`src/rtl/vgafb_fifo_wrctl_pkg.sv`:
```
// Shared types and pointer helpers for the vgafb asynchronous pixel FIFO.
// Common to the write-side controller and the future read-side controller.
package vgafb_fifo_wrctl_pkg;

  typedef enum logic [1:0] {
    IDLE = 2'd0,
    REQ  = 2'd1,
    DATA = 2'd2
  } state_t;

  // Gray/binary conversions on a zero-extended 32-bit container; callers cast to pointer width.
  function automatic logic [31:0] gray2bin(input logic [31:0] g);
    logic [31:0] b;
    b = g;
    for (int unsigned i = 1; i < 32; i++) b ^= g >> i;
    return b;
  endfunction

  function automatic logic [31:0] bin2gray(input logic [31:0] b);
    return b ^ (b >> 1);
  endfunction

endpackage

```
`src/rtl/vgafb_fifo_wrctl_if.sv`:
```
// Fetch-engine handshake, RAM write port and status of the FIFO write side.
interface vgafb_fifo_wrctl_if #(
  parameter int ADDR_WIDTH = 4
);
  logic                  enable;
  logic [ADDR_WIDTH:0]   rd_gray_sync;
  logic                  fml_req;
  logic                  fml_ack;
  logic                  wr_valid;
  logic                  wr_en;
  logic [ADDR_WIDTH-1:0] wr_addr;
  logic [ADDR_WIDTH:0]   wr_gray;
  logic                  full;
  logic [ADDR_WIDTH:0]   level;
  logic                  overflow;
  logic                  clear_ovf;

  modport master (
    input  enable, rd_gray_sync, fml_ack, wr_valid, clear_ovf,
    output fml_req, wr_en, wr_addr, wr_gray, full, level, overflow
  );

  modport slave (
    output enable, rd_gray_sync, fml_ack, wr_valid, clear_ovf,
    input  fml_req, wr_en, wr_addr, wr_gray, full, level, overflow
  );
endinterface

```
`src/rtl/vgafb_fifo_wrptr.sv`:
```
// Binary + Gray pointer register; Gray is registered from the next binary value
// so both forms change on the same edge.
module vgafb_fifo_wrptr
  import vgafb_fifo_wrctl_pkg::*;
#(
  parameter int WIDTH = 5
) (
  input  logic             clk,
  input  logic             rst_n,
  input  logic             inc,
  output logic [WIDTH-1:0] bin,
  output logic [WIDTH-1:0] gray,
  output logic [WIDTH-1:0] nxt
);

  assign nxt = bin + WIDTH'(inc);

  always_ff @(posedge clk or negedge rst_n) begin
    if (!rst_n) begin
      bin  <= '0;
      gray <= '0;
    end else if (inc) begin
      bin  <= nxt;
      gray <= WIDTH'(bin2gray(32'(nxt)));
    end
  end

endmodule

```
`src/rtl/vgafb_fifo_wrctl.sv`:
```
// Write-side controller of the vgafb pixel FIFO (sys_clk domain): pointer, full,
// fill level, sticky overflow and burst-request scheduling.
module vgafb_fifo_wrctl
  import vgafb_fifo_wrctl_pkg::*;
#(
  parameter int ADDR_WIDTH = 4,
  parameter int BURST_LEN  = 4
) (
  input  logic               sys_clk,
  input  logic               sys_rst_n,
  vgafb_fifo_wrctl_if.master bus
);

  localparam int PW = ADDR_WIDTH + 1;
  // A burst is only requested when this many words or fewer are already held.
  localparam logic [PW-1:0] REQ_MAX   = PW'((1 << ADDR_WIDTH) - BURST_LEN);
  // Full: top two Gray bits inverted, rest equal (also covers ADDR_WIDTH=1).
  localparam logic [PW-1:0] FULL_MASK = PW'(3) << (ADDR_WIDTH - 1);

  logic [PW-1:0] wr_bin;
  logic [PW-1:0] wr_bin_next;
  logic [PW-1:0] wr_gray;
  logic [PW-1:0] rd_bin;
  logic [PW-1:0] level;
  logic [PW-1:0] beats;
  logic [PW-1:0] beats_nxt;
  logic          wr_en;
  logic          full;
  logic          overflow;
  logic          fml_req;
  state_t        state;
  state_t        state_nxt;

  assign full   = (wr_gray ^ bus.rd_gray_sync) == FULL_MASK;
  assign wr_en  = bus.wr_valid & ~full;
  assign rd_bin = PW'(gray2bin(32'(bus.rd_gray_sync)));

  vgafb_fifo_wrptr #(
    .WIDTH(PW)
  ) u_wrptr (
    .clk  (sys_clk),
    .rst_n(sys_rst_n),
    .inc  (wr_en),
    .bin  (wr_bin),
    .gray (wr_gray),
    .nxt  (wr_bin_next)
  );

  always_ff @(posedge sys_clk or negedge sys_rst_n) begin
    if (!sys_rst_n) begin
      level    <= '0;
      overflow <= 1'b0;
    end else begin
      level    <= wr_bin_next - rd_bin;
      overflow <= (bus.wr_valid & full) | (overflow & ~bus.clear_ovf);
    end
  end

  always_ff @(posedge sys_clk or negedge sys_rst_n) begin
    if (!sys_rst_n) begin
      state <= IDLE;
      beats <= '0;
    end else begin
      state <= state_nxt;
      beats <= beats_nxt;
    end
  end

  always_comb begin
    state_nxt = state;
    beats_nxt = beats;
    fml_req   = 1'b0;
    unique case (state)
      IDLE: if (bus.enable && level <= REQ_MAX) state_nxt = REQ;
      REQ: begin
        fml_req = 1'b1;
        if (bus.fml_ack) begin
          state_nxt = DATA;
          beats_nxt = PW'(BURST_LEN);
        end
      end
      DATA: begin
        // Dropped words still consume a beat: the fetch engine sends them regardless.
        if (bus.wr_valid) begin
          beats_nxt = beats - PW'(1);
          if (beats == PW'(1)) state_nxt = IDLE;
        end
      end
      default: state_nxt = IDLE;
    endcase
  end

  assign bus.fml_req  = fml_req;
  assign bus.wr_en    = wr_en;
  assign bus.wr_addr  = wr_bin[ADDR_WIDTH-1:0];
  assign bus.wr_gray  = wr_gray;
  assign bus.full     = full;
  assign bus.level    = level;
  assign bus.overflow = overflow;

endmodule

```
`src/flat_wrapper.sv`:
```
// flat-port wrapper written by rule: the top's interface ports become plain ports
module vgafb_fifo_wrctl_flat import vgafb_fifo_wrctl_pkg::*;
#(
  parameter int ADDR_WIDTH = 4,
  parameter int BURST_LEN  = 4
)
  (sys_clk, sys_rst_n, bus_enable, bus_rd_gray_sync, bus_fml_ack, bus_wr_valid, bus_clear_ovf, bus_fml_req, bus_wr_en, bus_wr_addr, bus_wr_gray, bus_full, bus_level, bus_overflow);
  vgafb_fifo_wrctl_if #(.ADDR_WIDTH(ADDR_WIDTH)) bus_i ();
  input  logic sys_clk;
  input  logic sys_rst_n;
  input wire logic [$bits(bus_i.enable)-1:0] bus_enable;
  input wire logic [$bits(bus_i.rd_gray_sync)-1:0] bus_rd_gray_sync;
  input wire logic [$bits(bus_i.fml_ack)-1:0] bus_fml_ack;
  input wire logic [$bits(bus_i.wr_valid)-1:0] bus_wr_valid;
  input wire logic [$bits(bus_i.clear_ovf)-1:0] bus_clear_ovf;
  output wire logic [$bits(bus_i.fml_req)-1:0] bus_fml_req;
  output wire logic [$bits(bus_i.wr_en)-1:0] bus_wr_en;
  output wire logic [$bits(bus_i.wr_addr)-1:0] bus_wr_addr;
  output wire logic [$bits(bus_i.wr_gray)-1:0] bus_wr_gray;
  output wire logic [$bits(bus_i.full)-1:0] bus_full;
  output wire logic [$bits(bus_i.level)-1:0] bus_level;
  output wire logic [$bits(bus_i.overflow)-1:0] bus_overflow;
  assign bus_i.enable = bus_enable;
  assign bus_i.rd_gray_sync = bus_rd_gray_sync;
  assign bus_i.fml_ack = bus_fml_ack;
  assign bus_i.wr_valid = bus_wr_valid;
  assign bus_i.clear_ovf = bus_clear_ovf;
  assign bus_fml_req = bus_i.fml_req;
  assign bus_wr_en = bus_i.wr_en;
  assign bus_wr_addr = bus_i.wr_addr;
  assign bus_wr_gray = bus_i.wr_gray;
  assign bus_full = bus_i.full;
  assign bus_level = bus_i.level;
  assign bus_overflow = bus_i.overflow;
  vgafb_fifo_wrctl #(.ADDR_WIDTH(ADDR_WIDTH), .BURST_LEN(BURST_LEN)) u_core (.sys_clk(sys_clk), .sys_rst_n(sys_rst_n), .bus(bus_i));
endmodule
```
`config.mk`:
```
export PLATFORM = sky130hd
export DESIGN_NAME = vgafb_fifo_wrctl_flat
export DESIGN_NICKNAME = d
export VERILOG_FILES = /design/src/rtl/vgafb_fifo_wrctl_pkg.sv /design/src/rtl/vgafb_fifo_wrctl_if.sv /design/src/rtl/vgafb_fifo_wrptr.sv /design/src/rtl/vgafb_fifo_wrctl.sv /design/src/flat_wrapper.sv
export SDC_FILE = /design/constraint.sdc
export NUM_CORES = 1
export LEC_CHECK = 0
export ABC_CLOCK_PERIOD_IN_PS = 3500
export CAP_MARGIN = 40
export CORE_MARGIN = 2
export CORE_UTILIZATION = 50
export DETAILED_ROUTE_END_ITERATION = 8
export GPL_TIMING_DRIVEN = 0
export PLACE_DENSITY_LB_ADDON = 0.15
export SYNTH_ARGS = -nofsm -noshare
export SYNTH_HDL_FRONTEND = slang
export SYNTH_SLANG_ARGS = --single-unit
```
`constraint.sdc`:
```
create_clock -name sys_clk -period 3.5 [get_ports sys_clk]
set_clock_uncertainty 0.2 [all_clocks]
set_input_delay 0.525 -clock sys_clk [delete_from_list [all_inputs] [get_ports sys_clk]]
set_output_delay 0.525 -clock sys_clk [all_outputs]
set_load 0.03 [all_outputs]
```
Yosys cells after proc, flatten, opt, wreduce, memory -nomap -nowiden
Cells that the tools add are included.
{ "totals": {"register_bits": 23} }
{ "op_classes": {"addsub": 3, "magnitude_cmp": 1, "eq_ne": 8, "muxes": 9, "bitwise": 12, "n_reduce_logical": 5} }
{ "ops": {"columns": ["op", "n"], "rows": [
  ["$mux W5", 2],
  ["$pmux W5 S2", 1],
  ["$xor A5 B4 Y5", 2],
  ["$mux W2", 4],
  ["$pmux W2 S3", 1],
  ["$add A5 B1 Y5", 1],
  ["$eq A5 B1 Y1 const B", 1],
  ["$eq A5 B5 Y1 const B", 1],
  ["$le A5 B4 Y1 const B", 1],
  ["$sub A5 B1 Y5 const B", 1],
  ["$sub A5 B5 Y5", 1],
  ["$xor A5 B1 Y5", 1],
  ["$xor A5 B2 Y5", 1],
  ["$xor A5 B3 Y5", 1],
  ["$xor A5 B5 Y5", 1],
  ["$ne A2 B1 Y1 const B", 2],
  ["$ne A2 B2 Y1 const B", 2],
  ["$reduce_and A4 Y1", 1],
  ["$and A1 B1 Y1", 3],
  ["$reduce_and A3 Y1", 1],
  ["$eq A2 B1 Y1 const B", 1],
  ["$eq A2 B2 Y1 const B", 1],
  ["$logic_not A2 Y1", 1],
  ["$not A1 Y1", 2],
  ["other kinds (4)", 4]
]} }

Depth between registers and ports, before layout
Gate-level depths: netlist of run 1.
{ "depth": {"ltp_word": 6, "mapped_depth": 14, "ltp_nobuf": 13} }

By module
Synthesis of run 1 repeated with hierarchy kept, for this count alone.
{ "hier_totals": {"cells_unflattened": 124, "area_unflattened_um2": 1343.8} }
{ "modules_own_cells": {"columns": ["module", "n_inst", "cells_per_inst", "area_each_um2"], "rows": [
  ["vgafb_fifo_wrctl", 1, 85, 863.3],
  ["vgafb_fifo_wrptr", 1, 39, 480.5]
]} }

Least setup slack after synthesis of run 1
Ideal clock, no wire load.
{ "synth_path": {"path_kind": "flip-flop to flip-flop", "start": "register u_core.u_wrptr.gray[3]", "end": "register u_core.level[4] (netlist: u_core.bus.level[4])", "arrival_time_ns": 3.263, "required_time_ns": 3.220, "slack_ns": -0.043, "path_stages_with_launch": 14, "n_path_buf": 1, "cell_sequence": "dfrtp_1 xor2_1 nand2_1 o41ai_4 buf_6 inv_1 ha_1 ha_1 inv_1 xnor2_1 ha_1 or3_1 a31oi_1 xnor2_1"} }
{ "synth_between": {"elab_chain_cells": 6} }
{ "synth_rtl": {"columns": ["item", "line_no", "text"], "rows": [
  ["start, declared", "vgafb_fifo_wrptr.sv:12", "output logic [WIDTH-1:0] gray,"],
  ["start signal, assigned", "vgafb_fifo_wrptr.sv:24", "gray <= WIDTH'(bin2gray(32'(nxt)));"],
  ["$xor A5 B5 Y5", "vgafb_fifo_wrctl.sv:34", "assign full = (wr_gray ^ bus.rd_gray_sync) == FULL_MASK;"],
  ["$eq A5 B5 Y1", "vgafb_fifo_wrctl.sv:34", null],
  ["$not A1 Y1", "vgafb_fifo_wrctl.sv:35", "assign wr_en = bus.wr_valid & ~full;"],
  ["$and A1 B1 Y1", "vgafb_fifo_wrctl.sv:35", null],
  ["net bus_wr_en", "flat_wrapper.sv:17", "output wire logic [$bits(bus_i.wr_en)-1:0] bus_wr_en;"],
  ["$add A5 B1 Y5", "vgafb_fifo_wrptr.sv:16", "assign nxt = bin + WIDTH'(inc);"],
  ["net u_core.u_wrptr.nxt[1]", "vgafb_fifo_wrptr.sv:13", "output logic [WIDTH-1:0] nxt"],
  ["$sub A5 B5 Y5", "vgafb_fifo_wrctl.sv:54", "level <= wr_bin_next - rd_bin;"],
  ["end signal, assigned", "vgafb_fifo_wrctl.sv:54", null],
  ["end, declared", "vgafb_fifo_wrctl.sv:24", "logic [PW-1:0] level;"]
]} }
The timed path passes the listed nets, and every way through them passes these cells.
A chain may end at the register's enable or synchronous reset.

Worst setup path after layout of run 1
{ "layout_path": {"start": "input port bus_rd_gray_sync[3]", "end": "register u_core.level[4] (netlist: u_core.bus.level[4])"} }
{ "layout_between": {"elab_chain_cells": 6} }
{ "layout_rtl": {"columns": ["item", "line_no", "text"], "rows": [
  ["start, declared", "flat_wrapper.sv:12", "input wire logic [$bits(bus_i.rd_gray_sync)-1:0] bus_rd_gray_sync;"],
  ["$xor A5 B5 Y5", "vgafb_fifo_wrctl.sv:34", null],
  ["$eq A5 B5 Y1", "vgafb_fifo_wrctl.sv:34", null],
  ["$not A1 Y1", "vgafb_fifo_wrctl.sv:35", null],
  ["$and A1 B1 Y1", "vgafb_fifo_wrctl.sv:35", null],
  ["$add A5 B1 Y5", "vgafb_fifo_wrptr.sv:16", null],
  ["net u_core.u_wrptr.nxt[1]", "vgafb_fifo_wrptr.sv:13", null],
  ["$sub A5 B5 Y5", "vgafb_fifo_wrctl.sv:54", null]
]} }
The timed path passes the listed nets, and every way through them passes these cells.

==> results_dict.tcl, run 1 <==
set metrics [dict create \
    status "completed" \
    hold_path.class "input pin to asynchronous set/reset pin" \
    fin_tns_setup_ps 0 \
    path_delay_family "buffers and inverters" \
    fmax_ghz 0.309 \
    ys.warnings.count 0 \
    drc 0 \
    period_needed_ps 3230 \
    ys_ff_latch 22 \
    cp-start-kind "input pin" \
    crit_path_start "bus_rd_gray_sync[3]" \
    endpoint_kind "flip-flop" \
    clock_sinks 22 \
    cts_hold_buf 0 \
    fin_crit_sh 0.924 \
    cellPowerDensity_mw_per_mm2 923 \
    drive_gt1_frac 0.131 \
    rows 18 \
    hold_viol 0 \
    met2_length_um 1410 \
    grt_pass1_vias 1076 \
    p_sw_w 0.000757 \
    coreArea_sq_mm 0.00250 \
    cts_inserted_buffers 3 \
    clock_latency_ps 310 \
    vdd_drop_max_mv 0.636 \
    die_w_um 55.7 \
    slew_viol_final 0 \
    p_leak_nw 0.790 \
    synth_nets 157 \
    rsz0062_at_grt "false" \
    synthesis.area_sq_mm 0.00134 \
    seq_power_share 0.299 \
    instances_no_fill 205 \
    max_slew_margin 0.713 \
    cts_tree "done" \
    die-area_sq_mm 0.00310 \
    drt_wl_total_um 2850 \
    dp.cells 197 \
    wl_met3_um 125 \
    power_w 0.00167 \
    place_hpwl_um 2210 \
    cts_max_level 1 \
    setup_viol 0 \
    yosys.area.top_type "dfrtp_1" \
    netlist_instances 139 \
    syn_avg_cell_area_sq_um 9.62 \
    ys_top_cells_by_area "dfrtp_1, xnor2_1, ha_1, xor2_1, nand2_1" \
    drt-initial-drc-count 27 \
    grt_overflow_total 0 \
    grt_max_degree 17 \
    worstPathRequired_ps 3550 \
    dpl-instance-area_sq_mm 0.00172 \
    antenna_found_initial 0 \
    ys_types 31 \
    worstSetupPathType "input pin to flip-flop" \
    worstPathMaxFanout 7 \
    internal-power_w 0.000910 \
    antenna_cells 0 \
    die_h_um 55.7 \
    hold-worst-slack_ps 303 \
    tightestPinTransition_ps 430 \
    gp_congestion 0.841 \
    power_switching_share 0.454 \
    p_clk_frac 0.085 \
    cpMaxStageDelayCell "or3_1" \
    yosysSeqAreaShare 0.412 \
    track_usage 0.200 \
    grt_first_pass_wirelength_um 4860 \
    maxCapViolCount 0 \
    worst_ep_arrival_time_ps 3280 \
    synth_top_area_frac 0.412 \
    wl_per_cell_um 13.9 \
    vias_per_cell 5.38 \
    ios 29 \
    top_layer "met4" \
    area_growth_pct 35.0 \
    clk_pin_slew_worst_paths_ps 130 \
    nNetsFinal 194 \
    vias 1102 \
    max_stage_delay_ps 370 \
    postRouteAntennaNets 0 \
    place.port_buffers 27 \
    wl_met1_um 1230 \
    cts_root_buf "clkbuf_4" \
    initial_core_util 0.535 \
    r2r-start "u_core.u_wrptr.gray[0]" \
    drt_pass1_iterations 4 \
    fin_area_sq_mm 0.00181 \
    cts_max_path_buffers 2 \
    path_buf_inv 4 \
    crit_path_cell_trace "dlygate4sd2_1 -> xor2_1 -> nand2_1 -> o41ai_4 -> buf_6 -> clkinvlp_4 -> ha_4 -> ha_4 -> inv_2 -> xnor2_1 -> ha_2 -> or3_1 -> a31oi_1 -> xnor2_1" \
    pwr-share-comb 0.616 \
]
-- logic make-up after synthesis --
logic type               share of synthesized area
XOR/XNOR                                     0.178
adder cells (fa/ha/maj)                     0.0730
flip-flops                                   0.412
buffers and inverters                       0.0477
AND/OR/NAND/NOR                              0.149
AO/OA/AOI/OAI                                0.141
-- power by group through the flow --
stage                     sequential, W  combinational (W)  clock, W
after detailed placement       0.000503            0.00102         0
after floorplan                0.000646           0.000547         0
final                          0.000498            0.00103  0.000142
after CTS                      0.000496            0.00102  0.000143
after global routing           0.000518            0.00112  0.000154
after global placement         0.000496           0.000989         0
-- metrics by stage --
stage | worst slack (ps) | utilization
floorplan | 1.73 | -
global placement | -423 | 0.676
detailed placement | -511 | 0.687
CTS | 1.76 | 0.704
global route | 89.1 | 0.722
finish | 265 | 0.722
-- flip-flops by register name, indices dropped and copies added (netlist names) --
| name | cells |
|---|---|
| u_core.bus.level | 5 |
| u_core.beats | 5 |
| u_core.u_wrptr.bin | 4 |
| u_core.bus.overflow | 1 |
| u_core.u_wrptr.gray | 5 |
| u_core.state | 2 |
-- Yosys cell counts --
library cell,count
a21oi_1,8
o211ai_1,2
nor4_1,1
or3_1,2
nand2_1,14
nand3_1,1
a31oi_1,2
inv_1,11
ha_1,7
nor4b_1,1
nand4b_1,2
nand3b_1,1
a211oi_1,1
o21ai_0,10
dfrtp_1,22
a21o_1,1
o21ai_1,1
a311oi_1,2
nor2b_1,3
o22ai_1,1
nor2_1,11
xnor2_1,16
nor4bb_1,1
xor3_4,1
and2_1,1
xor2_1,8
buf_6,1
o41ai_4,1
nand2b_1,2
maj3_1,1
clkbuf_1,3
-- path summary, 6_finish.rpt --
kind / to / slack [ps] / cells after the start
setup / recovery: u_core.bus.level[4] / 270 / 14
hold / removal: u_core.state[0] / 300 / 1
setup reg to reg: u_core.bus.level[4] / 320 / 12
hold reg to reg: u_core.u_wrptr.gray[3] / 330 / 2
max in group asynchronous: u_core.u_wrptr.gray[3] / 2360 / 2
min in group sys_clk: u_core.u_wrptr.gray[3] / 330 / 2
-- cell usage in the layout, fill, tap and decap left out, types with 2 or more instances in the layout --
cell	n
clkdlybuf4s50_1	23
dfrtp_1	20
xnor2_1	15
nand2_1	14
nor2_1	11
o21ai_0	10
inv_1	9
a21oi_1	8
xor2_1	6
clkbuf_4	4
ha_1	4
buf_4	4
nor2b_1	3
dlymetal6s2s_1	3
xor2_2	2
clkbuf_1	2
or3_1	2
a31oi_1	2
nand2b_1	2
nand4b_1	2
o211ai_1	2
a311oi_1	2
ha_4	2
dfrtp_2	2
-- repair_timing --
item,CTS,global route
endpoints found under the setup margin,2,1
pin swaps,1,2
gates resized for setup,1,5
setup buffers,1,3
-- layout make-up --
| cell class | instances | area, sq um |
|---|---|---|
| tap | 30 | 37.5 |
| timing repair buffer | 32 | 334 |
| inverter | 11 | 45.0 |
| clock buffer | 4 | 36.3 |
| multi-input combinational | 102 | 773 |
| fill | 191 | 694 |
| sequential | 22 | 553 |
| buffer | 4 | 26.3 |
-- layer usage --
metal | GRT usage | vias to the layer above
li1 | - | 549
met1 | 0.246 | 525
met2 | 0.325 | 22
met3 | 0.0395 | 6
met4 | 0.115 | 0
met5 | 0 | -
Power figures use the tool's default switching activity.
==> run 2: changes to the inputs <==
Settings changed: SKIP_LAST_GASP from default to 1.
==> results of run 2 <==
The final DEF is identical to that of run 1; final timing and power are the same.
==> run 3: changes to the inputs <==
--- a/constraint.sdc
+++ b/constraint.sdc
@@ -4,2 +4,2 @@
 set_output_delay 0.525 -clock sys_clk [all_outputs]
-set_load 0.03 [all_outputs]
+set_load 0.01 [all_outputs]
==> run 3 against run 2 <==
Against the previous run:
- hold slack worse by 5.8 ps
- utilization down 2.9 points
- combinational power down 16%
- power down 10%
- cell area down 4.0%
- final cell count down 0.98%
- sequential power down 2%
- worst setup slack worse by 62 ps
==> results_dict.tcl, run 3 (synthesized netlist as in run 1, its figures left out) <==
set metrics [dict create \
    status "completed" \
    grt_overflow_total 0 \
    coreArea_sq_mm 0.00250 \
    final_common_cell "clkdlybuf4s50_1" \
    slew_viol_final 0 \
    drt_wl_total_um 2700 \
    tightestPinTransition_ps 393 \
    place_hpwl_um 2080 \
    hold_path.class "input pin to asynchronous set/reset pin" \
    die-area_sq_mm 0.00310 \
    rows 18 \
    busiest_layer "met2" \
    path_delay_family "adder cells" \
    rrSetupSlack_ps 320 \
    endpoint_kind "flip-flop" \
    grt_first_pass_wirelength_um 4640 \
    cts_root_buf "clkbuf_4" \
    cp-start-kind "input pin" \
    cellPowerDensity_mw_per_mm2 861 \
    wl_per_cell_um 13.3 \
    area_growth_pct 29.7 \
    r2r-start "u_core.u_wrptr.gray[3]" \
    p_leak_nw 0.761 \
    rsz0062_at_grt "false" \
    drive_gt1_frac 0.0809 \
    initial_core_util 0.535 \
    cts_inserted_buffers 3 \
    grt_pass1_vias 1030 \
    maxCapViolCount 0 \
    final_cell_mix "clkdlybuf4s50_1, dfrtp_1, xnor2_1, nand2_1, nor2_1" \
    fmax_ghz 0.303 \
    instances_no_fill 203 \
    path_buf_inv 4 \
    antenna_cells 0 \
    drt-initial-drc-count 25 \
    reg.largest.list "u_core.beats x5, u_core.bus.level x5, u_core.u_wrptr.gray x5" \
    hold_viol 0 \
    period_needed_ps 3300 \
    worstPathMaxFanout 5 \
    clock_sinks 22 \
    crit_top_cell "xnor2_1" \
    vias 1071 \
    vias_per_cell 5.28 \
    worstSetupPathType "input pin to flip-flop" \
    cts_tree "done" \
    clk_pin_slew_worst_paths_ps 120 \
    nNetsFinal 192 \
    worst_ep_arrival_time_ps 3330 \
    drc 0 \
    fin_crit_sh 0.942 \
    fillers 199 \
    crit_path_cell_trace "dlygate4sd2_1 -> xor2_1 -> nand2_1 -> o41ai_4 -> buf_6 -> inv_1 -> ha_1 -> ha_4 -> inv_2 -> xnor2_1 -> ha_2 -> or3_1 -> a31oi_1 -> xnor2_1" \
    regToRegEndpoint "u_core.bus.level[4]" \
    cts_max_path_buffers 2 \
    antenna_found_initial 0 \
    power_w 0.00149 \
    cpMaxStageDelayCell "o41ai_4" \
    die_w_um 55.7 \
    fin_tns_setup_ps 0 \
    use_met2 0.306 \
    place.port_buffers 27 \
    ios 29 \
    worstPathRequired_ps 3530 \
    max_stage_delay_ps 410 \
    die_h_um 55.7 \
    gp_congestion 0.812 \
    met1_usage 0.254 \
    use_met3 0.0302 \
    track_usage 0.187 \
    clock_latency_ps 300 \
    dp.cells 197 \
    rr_worst_depth 13 \
    setup_viol 0 \
    vdd_drop_max_mv 0.583 \
    grt_max_degree 16 \
    cts_max_level 1 \
    drt_pass1_iterations 4 \
    postRouteAntennaNets 0 \
    max_slew_margin 0.737 \
    cts_hold_buf 0 \
]
[run 3: where the power goes]
group	switching [W]	internal, W
sequential	0.000116	0.000374
clock	0.0000772	0.0000634
combinational	0.000410	0.000453
total	0.000603	0.000891
[run 3: timing repair]
item | 4_1_cts | 5_1_grt
hold endpoints to repair | 0 | 0
pin swaps | 1 | 2
setup buffers | 2 | 0
gates resized for setup | 4 | 3
setup endpoints to repair | 3 | 1
[run 3: cell type report]
| type | instances | area (sq um) | area share |
|---|---|---|---|
| plain buffers | 4 | 22.5 | 0.0130 |
| clock buffers | 4 | 36.3 | 0.0209 |
| inverters | 11 | 41.3 | 0.0238 |
| multi-input cells | 102 | 746 | 0.430 |
| flip-flops and latches | 22 | 551 | 0.317 |
| well taps | 30 | 37.5 | 0.0216 |
| repair buffers | 30 | 300 | 0.173 |
[run 3: how the worst max path moves through the flow]
stage                   startpoint             endpoint  slack (ps)  cells after the start
2_1_floorplan  bus_rd_gray_sync[1]  u_core.bus.level[4]          90                     13
3_3_place_gp   bus_rd_gray_sync[3]  u_core.bus.level[4]        -730                     14
3_5_place_dp   bus_rd_gray_sync[3]  u_core.bus.level[4]        -770                     14
4_1_cts        bus_rd_gray_sync[0]  u_core.bus.level[4]          10                     13
5_1_grt        bus_rd_gray_sync[3]  u_core.bus.level[4]          80                     14
6_report       bus_rd_gray_sync[3]  u_core.bus.level[4]         200                     14
[run 3: stage by stage]
| stage | instance area [sq um] | hold slack (ps) | util | worst slack [ps] |
|---|---|---|---|---|
| after global routing | 1730 | 317 | 0.694 | 79.6 |
| after CTS | 1730 | 302 | 0.692 | 9.77 |
| after detailed placement | 1660 | 320 | 0.664 | -774 |
| after floorplan | 1340 | 29.4 | - | 86.1 |
| final | 1730 | 297 | 0.694 | 203 |
| after global placement | 1650 | 299 | 0.658 | -727 |
[run 3: routing by layer]
layer  share of wire  wire [um]
met1            0.48       1300
met2            0.48       1280
met3           0.038        102
met4          0.0037         10
met5               0          0
